File: config.mk
export PLATFORM = sky130hd
export DESIGN_NAME = pacman_pos_decoder
export DESIGN_NICKNAME = d
export VERILOG_FILES = /design/src/rtl/pacman_pkg.sv /design/src/rtl/pacman_prio_enc32.sv /design/src/rtl/pacman_pos_decoder.sv
export SDC_FILE = /design/constraint.sdc
export NUM_CORES = 2
export LEC_CHECK = 0
export ABC_CLOCK_PERIOD_IN_PS = 36300
export CORE_AREA = 2 2 407 409
export CTS_CLUSTER_SIZE = 8
export DETAILED_ROUTE_END_ITERATION = 8
export DIE_AREA = 0 0 409 411
export PLACE_DENSITY = 0.52
export SYNTH_ARGS = -nofsm -noshare
export SYNTH_HDL_FRONTEND = slang
export SYNTH_SLANG_ARGS = --single-unit
File: constraint.sdc
create_clock -name clk -period 36.3 [get_ports clk]
set_input_delay 3.63 -clock clk [delete_from_list [all_inputs] [get_ports clk]]
set_output_delay 3.63 -clock clk [all_outputs]
set_load 0.03 [all_outputs]
File: src/rtl/pacman_pkg.sv
// Shared constants, FSM states and movement codes for the Pacman position decoder.
package pacman_pkg;

    localparam int FRAME_W     = 1024;
    localparam int CHUNK_W     = 32;
    localparam int N_CHUNKS    = 32;
    localparam int GRID_COLS   = 10;
    localparam int IDX_W       = 10;
    localparam int ROW_W       = 7;
    localparam int COL_W       = 4;
    localparam int CHUNK_SEL_W = 5;

    typedef enum logic [1:0] {
        S_IDLE,
        S_SCAN,
        S_DIV,
        S_REPORT
    } state_t;

    typedef enum logic [2:0] {
        DIR_NONE  = 3'd0,
        DIR_STILL = 3'd1,
        DIR_RIGHT = 3'd2,
        DIR_LEFT  = 3'd3,
        DIR_DOWN  = 3'd4,
        DIR_UP    = 3'd5,
        DIR_JUMP  = 3'd6
    } dir_t;

    function automatic dir_t classify_move(input logic             prev_valid,
                                           input logic [IDX_W-1:0] idx,
                                           input logic [IDX_W-1:0] prev_idx);
        logic signed [IDX_W:0] d;
        d = $signed({1'b0, idx}) - $signed({1'b0, prev_idx});
        if (!prev_valid)       return DIR_NONE;
        else if (d == 11'sd0)  return DIR_STILL;
        else if (d == 11'sd1)  return DIR_RIGHT;
        else if (d == -11'sd1) return DIR_LEFT;
        else if (d == 11'sd10) return DIR_DOWN;
        else if (d == -11'sd10) return DIR_UP;
        else                   return DIR_JUMP;
    endfunction

endpackage

File: src/rtl/pacman_prio_enc32.sv
// Combinational 32-bit lowest-set-bit encoder; also flags chunks with two or more ones.
module pacman_prio_enc32
    import pacman_pkg::*;
(
    input  logic [CHUNK_W-1:0]     chunk_i,
    output logic                   any_o,
    output logic [CHUNK_SEL_W-1:0] low_o,
    output logic                   multi_o
);

    always_comb begin
        low_o = '0;
        for (int i = CHUNK_W - 1; i >= 0; i--) begin
            if (chunk_i[i]) low_o = CHUNK_SEL_W'(i);
        end
    end

    assign any_o   = |chunk_i;
    // Clearing the lowest set bit leaves something only if another bit was set.
    assign multi_o = |(chunk_i & (chunk_i - 32'd1));

endmodule

File: src/rtl/pacman_pos_decoder.sv
// Decodes a one-hot 1024-bit frame into index/row/col and a move code; 34+row cycles per frame.
// Accepts only while ready (IDLE); frame_valid at other times is dropped, nothing is queued.
module pacman_pos_decoder
    import pacman_pkg::*;
(
    input  logic               clk,
    input  logic               rst,
    input  logic [FRAME_W-1:0] frame,
    input  logic               frame_valid,
    output logic               ready,
    output logic               pos_valid,
    output logic [IDX_W-1:0]   pos_idx,
    output logic [ROW_W-1:0]   pos_row,
    output logic [COL_W-1:0]   pos_col,
    output logic [2:0]         dir,
    output logic               err_none,
    output logic               err_multi
);

    state_t                 state_q, state_d;
    logic [FRAME_W-1:0]     frame_q, frame_d;
    logic [CHUNK_SEL_W-1:0] chunk_q, chunk_d;
    logic                   found_q, found_d;
    logic                   multi_q, multi_d;
    logic [IDX_W-1:0]       idx_q, idx_d;
    logic [IDX_W-1:0]       rem_q, rem_d;
    logic [ROW_W-1:0]       row_q, row_d;
    logic [IDX_W-1:0]       prev_idx_q, prev_idx_d;
    logic                   prev_valid_q, prev_valid_d;
    logic                   pos_valid_q, pos_valid_d;
    logic                   err_none_q, err_none_d;
    logic                   err_multi_q, err_multi_d;
    logic [IDX_W-1:0]       pos_idx_q, pos_idx_d;
    logic [ROW_W-1:0]       pos_row_q, pos_row_d;
    logic [COL_W-1:0]       pos_col_q, pos_col_d;
    dir_t                   dir_q, dir_d;

    logic [CHUNK_W-1:0]     chunk_dat;
    logic                   enc_any;
    logic [CHUNK_SEL_W-1:0] enc_low;
    logic                   enc_multi;

    assign chunk_dat = frame_q[{chunk_q, 5'd0} +: CHUNK_W];

    pacman_prio_enc32 u_enc (
        .chunk_i (chunk_dat),
        .any_o   (enc_any),
        .low_o   (enc_low),
        .multi_o (enc_multi)
    );

    always_comb begin
        state_d      = state_q;
        frame_d      = frame_q;
        chunk_d      = chunk_q;
        found_d      = found_q;
        multi_d      = multi_q;
        idx_d        = idx_q;
        rem_d        = rem_q;
        row_d        = row_q;
        prev_idx_d   = prev_idx_q;
        prev_valid_d = prev_valid_q;
        pos_idx_d    = pos_idx_q;
        pos_row_d    = pos_row_q;
        pos_col_d    = pos_col_q;
        dir_d        = dir_q;
        pos_valid_d  = 1'b0;
        err_none_d   = 1'b0;
        err_multi_d  = 1'b0;

        case (state_q)
            S_IDLE: begin
                if (frame_valid) begin
                    frame_d = frame;
                    chunk_d = '0;
                    found_d = 1'b0;
                    multi_d = 1'b0;
                    state_d = S_SCAN;
                end
            end
            S_SCAN: begin
                chunk_d = chunk_q + 5'd1;
                if (enc_multi || (enc_any && found_q)) multi_d = 1'b1;
                if (enc_any && !found_q) begin
                    found_d = 1'b1;
                    idx_d   = {chunk_q, enc_low};
                end
                // The last chunk's contribution is folded in before deciding the outcome.
                if (chunk_q == 5'(N_CHUNKS - 1)) begin
                    if (multi_d) begin
                        err_multi_d = 1'b1;
                        state_d     = S_REPORT;
                    end else if (!found_d) begin
                        err_none_d = 1'b1;
                        state_d    = S_REPORT;
                    end else begin
                        rem_d   = idx_d;
                        row_d   = '0;
                        state_d = S_DIV;
                    end
                end
            end
            S_DIV: begin
                if (rem_q >= 10'(GRID_COLS)) begin
                    rem_d = rem_q - 10'(GRID_COLS);
                    row_d = row_q + 7'd1;
                end else begin
                    pos_valid_d  = 1'b1;
                    pos_idx_d    = idx_q;
                    pos_row_d    = row_q;
                    pos_col_d    = rem_q[COL_W-1:0];
                    dir_d        = classify_move(prev_valid_q, idx_q, prev_idx_q);
                    prev_idx_d   = idx_q;
                    prev_valid_d = 1'b1;
                    state_d      = S_REPORT;
                end
            end
            S_REPORT: state_d = S_IDLE;
            default:  state_d = S_IDLE;
        endcase
    end

    always_ff @(posedge clk or posedge rst) begin
        if (rst) begin
            state_q      <= S_IDLE;
            frame_q      <= '0;
            chunk_q      <= '0;
            found_q      <= 1'b0;
            multi_q      <= 1'b0;
            idx_q        <= '0;
            rem_q        <= '0;
            row_q        <= '0;
            prev_idx_q   <= '0;
            prev_valid_q <= 1'b0;
            pos_valid_q  <= 1'b0;
            err_none_q   <= 1'b0;
            err_multi_q  <= 1'b0;
            pos_idx_q    <= '0;
            pos_row_q    <= '0;
            pos_col_q    <= '0;
            dir_q        <= DIR_NONE;
        end else begin
            state_q      <= state_d;
            frame_q      <= frame_d;
            chunk_q      <= chunk_d;
            found_q      <= found_d;
            multi_q      <= multi_d;
            idx_q        <= idx_d;
            rem_q        <= rem_d;
            row_q        <= row_d;
            prev_idx_q   <= prev_idx_d;
            prev_valid_q <= prev_valid_d;
            pos_valid_q  <= pos_valid_d;
            err_none_q   <= err_none_d;
            err_multi_q  <= err_multi_d;
            pos_idx_q    <= pos_idx_d;
            pos_row_q    <= pos_row_d;
            pos_col_q    <= pos_col_d;
            dir_q        <= dir_d;
        end
    end

    assign ready     = (state_q == S_IDLE);
    assign pos_valid = pos_valid_q;
    assign err_none  = err_none_q;
    assign err_multi = err_multi_q;
    assign pos_idx   = pos_idx_q;
    assign pos_row   = pos_row_q;
    assign pos_col   = pos_col_q;
    assign dir       = dir_q;

endmodule

Word-level counts from Yosys, hierarchy flattened
Cells that the tools add are included.

storage, ports and cells
  bits in registers = 1088

operators by class
  $add $sub $neg = 5
  order comparisons = 1
  reductions and logical operators = 15
  bitwise operators = 2
  eq/ne operators = 14
  muxes and demuxes = 73
  shift operators = 1

operator list
  kind                     count
  $shiftx A1024 B11 Y32    1
  $mux W5                  33
  $reduce_or A32 Y1        2
  $mux W10                 5
  $and A32 B32 Y32         1
  $sub A32 B1 Y32 const B  1
  $mux W7                  4
  $eq A11 B5 Y1 const B    2
  $pmux W10 S2             1
  $mux W1                  16
  $pmux W7 S2              1
  $mux W3                  4
  $ne A2 B2 Y1 const B     6
  $eq A11 B1 Y1 const B    1
  $eq A11 B2 Y1 const B    1
  $logic_not A11 Y1        1
  $sub A10 B10 Y11         1
  $ge A10 B4 Y1 const B    1
  $mux W2                  5
  $pmux W5 S2              1
  $sub A10 B4 Y10 const B  1
  $pmux W2 S4              1
  $add A7 B1 Y7 const B    1
  $reduce_and A2 Y1        3
  13 further kinds         17

Depth between registers and ports, before layout
  depth in word-level cells = 38
  gate-level depth with buffers = 20

Modules after synthesis
Synthesis repeated with hierarchy kept, for this count alone.

second synthesis, totals
  cell total of the unflattened synthesis = 3115
  area total of the unflattened synthesis = 49896.6 um^2

by module, submodules not included
  module              cells each  area an instance (um^2)  times used
  pacman_pos_decoder  2999        49207.2                  1
  pacman_prio_enc32   116         689.4                    1

Worst setup path before layout
Ideal clock, no wire load.

  path type = in2reg
  start point = in frame_valid
  end point = reg frame_q[332]
  setup time = 0.125 ns
  arrival = 5.091 ns
  path buffers = 3
  cell stages on the path = 5
  slack = 31.084 ns
  cells stage by stage = nand2_1 > clkbuf_1 > clkbuf_1 > clkbuf_1 > mux2_2

on the way
  longest elaborated chain between the ends = 1

RTL lines
  item                                line                       RTL
  from (decl)                         pacman_pos_decoder.sv:9    input logic frame_valid,
  $reduce_and A2 Y1 (no source line)  n/a
  to (signal assigned)                pacman_pos_decoder.sv:144  frame_q <= frame_d;
  to (decl)                           pacman_pos_decoder.sv:21   logic [FRAME_W-1:0] frame_q, frame_d;

Every way passes these cells.
A chain may end at the register's enable or synchronous reset.

Final worst setup path
  start point = in frame_valid
  end point = reg frame_q[599]

Same word-level chain as after synthesis.

==> impl_metrics.tcl <==
set metrics [dict create \
    p_per_area_mw_per_mm2 82.84 \
    die_h_um 411 \
    post_cts_buffers 0 \
    setup_tns_ps 0 \
    seq_area_frac_synth_pct 53.87 \
    grt_start_max_net_pins 180 \
    clkLatencyLatePin_ps 780 \
    core_region_area_mm2 0.1639 \
    synthAdderAreaFrac_pct 0.5001 \
    drc_errors 0 \
    yosys_warnings 0 \
    worst_setup_path_start_kind "input port" \
    ant_nets 0 \
    setup_violations 0 \
    die_w_um 409 \
    power.leakage_nw 27.15 \
    drt_iter0_markers 2205 \
    numClockSinks 1088 \
    critical-path-slowest-cell "buf_4" \
    dr.pass1.iters 5 \
    dp_hpwl_mm 151.2 \
    min_period_over_period_pct 20.24 \
    clockRootBuffer "clkbuf_16" \
    clkTransAtPathRegs_ps 50 \
    drv_slew 0 \
    grt_first_pass_wirelength_mm 281.5 \
    synth_edf_count 0 \
    crit_fanout 80 \
    muxShareOfSynthArea_pct 34.29 \
    synth_cell_types 78 \
    relSlewSlack_pct 8.767 \
    port_buffers 1054 \
    crit_arrival_ps 7990 \
    rsz0062_at_grt "false" \
    grt-ovfl-total 0 \
    tightest_slew_ps 1358 \
    hold_viol 0 \
    rows 149 \
    grtUsageTotal_pct 23.48 \
    nNetsFinal 5669 \
    cp_slowest_stage_delay_ps 920 \
    synth_simple_gate_area_share_pct 4.154 \
    vias 34907 \
    ir_drop_mv 0.04259 \
    multi_input_area_mm2 0.02223 \
    grt_pass1_vias 36652 \
    finalWirelength_mm 201.5 \
    synth_ff_type "dfrtp_1" \
    start_util_pct 30.84 \
    fmax_mhz 136.1 \
    clk_path_buf_depth 3 \
    syn-mean-instance-area_um2 14.07 \
    synthCells 3592 \
    antenna_found_initial 127 \
    worst_slack_ps 28950 \
    syn_area_mm2 0.05054 \
    status "complete, no violations" \
    fin_crit_ps 7348 \
    yosysTopAreaCell "dfrtp_1" \
    holdBufCountCts 0 \
    dp_slack_ps 28120 \
    crit_top_cell "buf_4" \
    seq_area_mm2 0.02724 \
    avgViaCountPerCell 5.076 \
    critPathKind "input port to register" \
    cts_resized 0 \
    dieArea_mm2 0.1681 \
    ios 1055 \
    synth_top_family_by_area "multiplexers" \
    syn_to_final_growth_pct 34.29 \
    path_cells "clkdlybuf4s50_1 > nand2_4 > buf_4 > buf_4 > buf_4 > mux2_2" \
    syn_nets 4637 \
    total_power_mw 5.622 \
    h-tree-depth 4 \
    end_kind "register" \
    wl_per_cell_um 29.29 \
    synth_area_leaders "dfrtp_1 (54%), mux2_2 (23%), mux2i_1 (6.6%)" \
    skew_ps 44.94 \
    numCtsBuffers 155 \
    globalplace.congestion 0.8435 \
    layout-drive-gt1-share_pct 30.66 \
    maxCapViolations 0 \
    synth_seq_cells 1088 \
    synthXorXnorAreaFrac_pct 0.06932 \
    synth_compound_area_share_pct 4.729 \
    cts_tree "done" \
    crit_required_ps 36940 \
    fillers 15484 \
    hold_class "register to register" \
    async_reset_ff_share_pct 100.0 \
    synth_top_area_share_pct 53.87 \
]
layout make-up:
type                       instances  share of cell area, %
inverter                          42                 0.2434
timing repair buffer            1115                  16.33
clock inverter                    14                 0.4609
sequential                      1088                  40.15
tap                             2189                  4.036
multi-input combinational       2222                  32.75
antenna                           43                 0.1586
clock buffer                     164                  5.872
synth_stat cells (10+ instances only):
master / number
inv_1: 41
nor2_1: 73
buf_4: 13
a22oi_1: 164
nor2b_1: 14
nand3_1: 31
buf_2: 46
ha_1: 17
dfrtp_1: 1088
clkbuf_1: 151
nor4_1: 13
buf_1: 23
nand4_1: 43
nand2_1: 100
nor3_1: 21
o31ai_1: 10
mux4_2: 100
nand2b_1: 12
mux2i_1: 334
a21oi_1: 26
o22ai_1: 18
mux2_2: 1042
o21ai_0: 56
worst paths after layout:
path                              from            to  slack (ps)  depth (start not counted)
setup reg to reg            chunk_q[2]      row_q[5]       29240                         15
hold / removal              pos_row[6]    pos_row[6]         470                          2
hold reg to reg             pos_row[6]    pos_row[6]         470                          2
setup / recovery           frame_valid  frame_q[599]       28950                          6
min in group asynchronous          rst   frame_q[89]        3340                          2
max in group asynchronous          rst   frame_q[39]       29100                          6
flip-flops by register name, indices dropped and copies added, names as in the netlist:
name / count
row_q: 7
err_none: 1
prev_valid_q: 1
frame_q: 1024
err_multi: 1
dir: 3
pos_idx: 10
rem_q: 10
pos_valid: 1
multi_q: 1
pos_col: 4
state_q: 2
chunk_q: 5
idx_q: 10
pos_row: 7
found_q: 1
worst max-delay path: cells and delay by family:
family | cells | cell delay (ps)
and+or+nand+nor | 1 | 700
muxes | 1 | 420
buffers and inverters | 4 | 3040
cells in the final DEF (no fill, tap or decap), drive strengths merged, types with 6 or more instances in the layout:
| master | netlist | routed |
|---|---|---|
| mux4 | 100 | 100 |
| nand2b | 12 | 12 |
| a22oi | 165 | 165 |
| or2 | 11 | 11 |
| nor4 | 18 | 18 |
| or3 | 9 | 9 |
| nand4 | 43 | 43 |
| nor2b | 15 | 15 |
| inv | 41 | 41 |
| mux2 | 1042 | 1042 |
| nor3b | 8 | 8 |
| dfrtp | 1088 | 1088 |
| buf | 87 | 61 |
| a22o | 6 | 6 |
| o211ai | 7 | 7 |
| nor3 | 21 | 21 |
| o22ai | 18 | 18 |
| mux2i | 334 | 334 |
| a21oi | 26 | 26 |
| nor4bb | 6 | 6 |
| clkinv | 1 | 14 |
| nand2 | 101 | 101 |
| nor2 | 73 | 73 |
| o31ai | 10 | 10 |
| clkbuf | 153 | 164 |
| nand3 | 31 | 31 |
| ha | 17 | 17 |
| o21ai | 57 | 57 |
| diode | 0 | 43 |
| clkdlybuf4s50 | 0 | 1054 |
power breakdown:
group	leakage (nW)	switching, mW	internal (mW)
Combinational	12.1	1.02	1.11
Clock	2.09	0.553	0.781
Sequential	13.0	0.329	1.82
per-stage QoR:
stage	hold slack (ps)	cells	util, %	instance area, um^2
6_report	474.5	6877	41.41	67870
5_1_grt	503.1	6856	41.38	67810
4_1_cts	475.7	6834	41.35	67760
3_5_place_dp	462.3	6656	38.73	63460
3_3_place_gp	463.2	6656	38.73	63460
2_1_floorplan	437.2	3592	-	50540
logic make-up after synthesis:
kind of cell	count (synthesis)
multiplexers	1476
XOR/XNOR	4
AO/OA/AOI/OAI	341
flip-flops	1088
buffers and inverters	282
AND/OR/NAND/NOR	381
adder cells (fa/ha/maj)	20
metal layers:
layer  part of all wire (%)  track usage [%]  vias to the layer above
met5                   0.29                0                        -
met4                    2.6            6.343                       94
met3                    6.7            6.786                      373
met2                     50            40.84                     1039
met1                     40            28.25                    17966
li1                       -                -                    15435
Note: power is estimated with default switching activity, not from simulation.
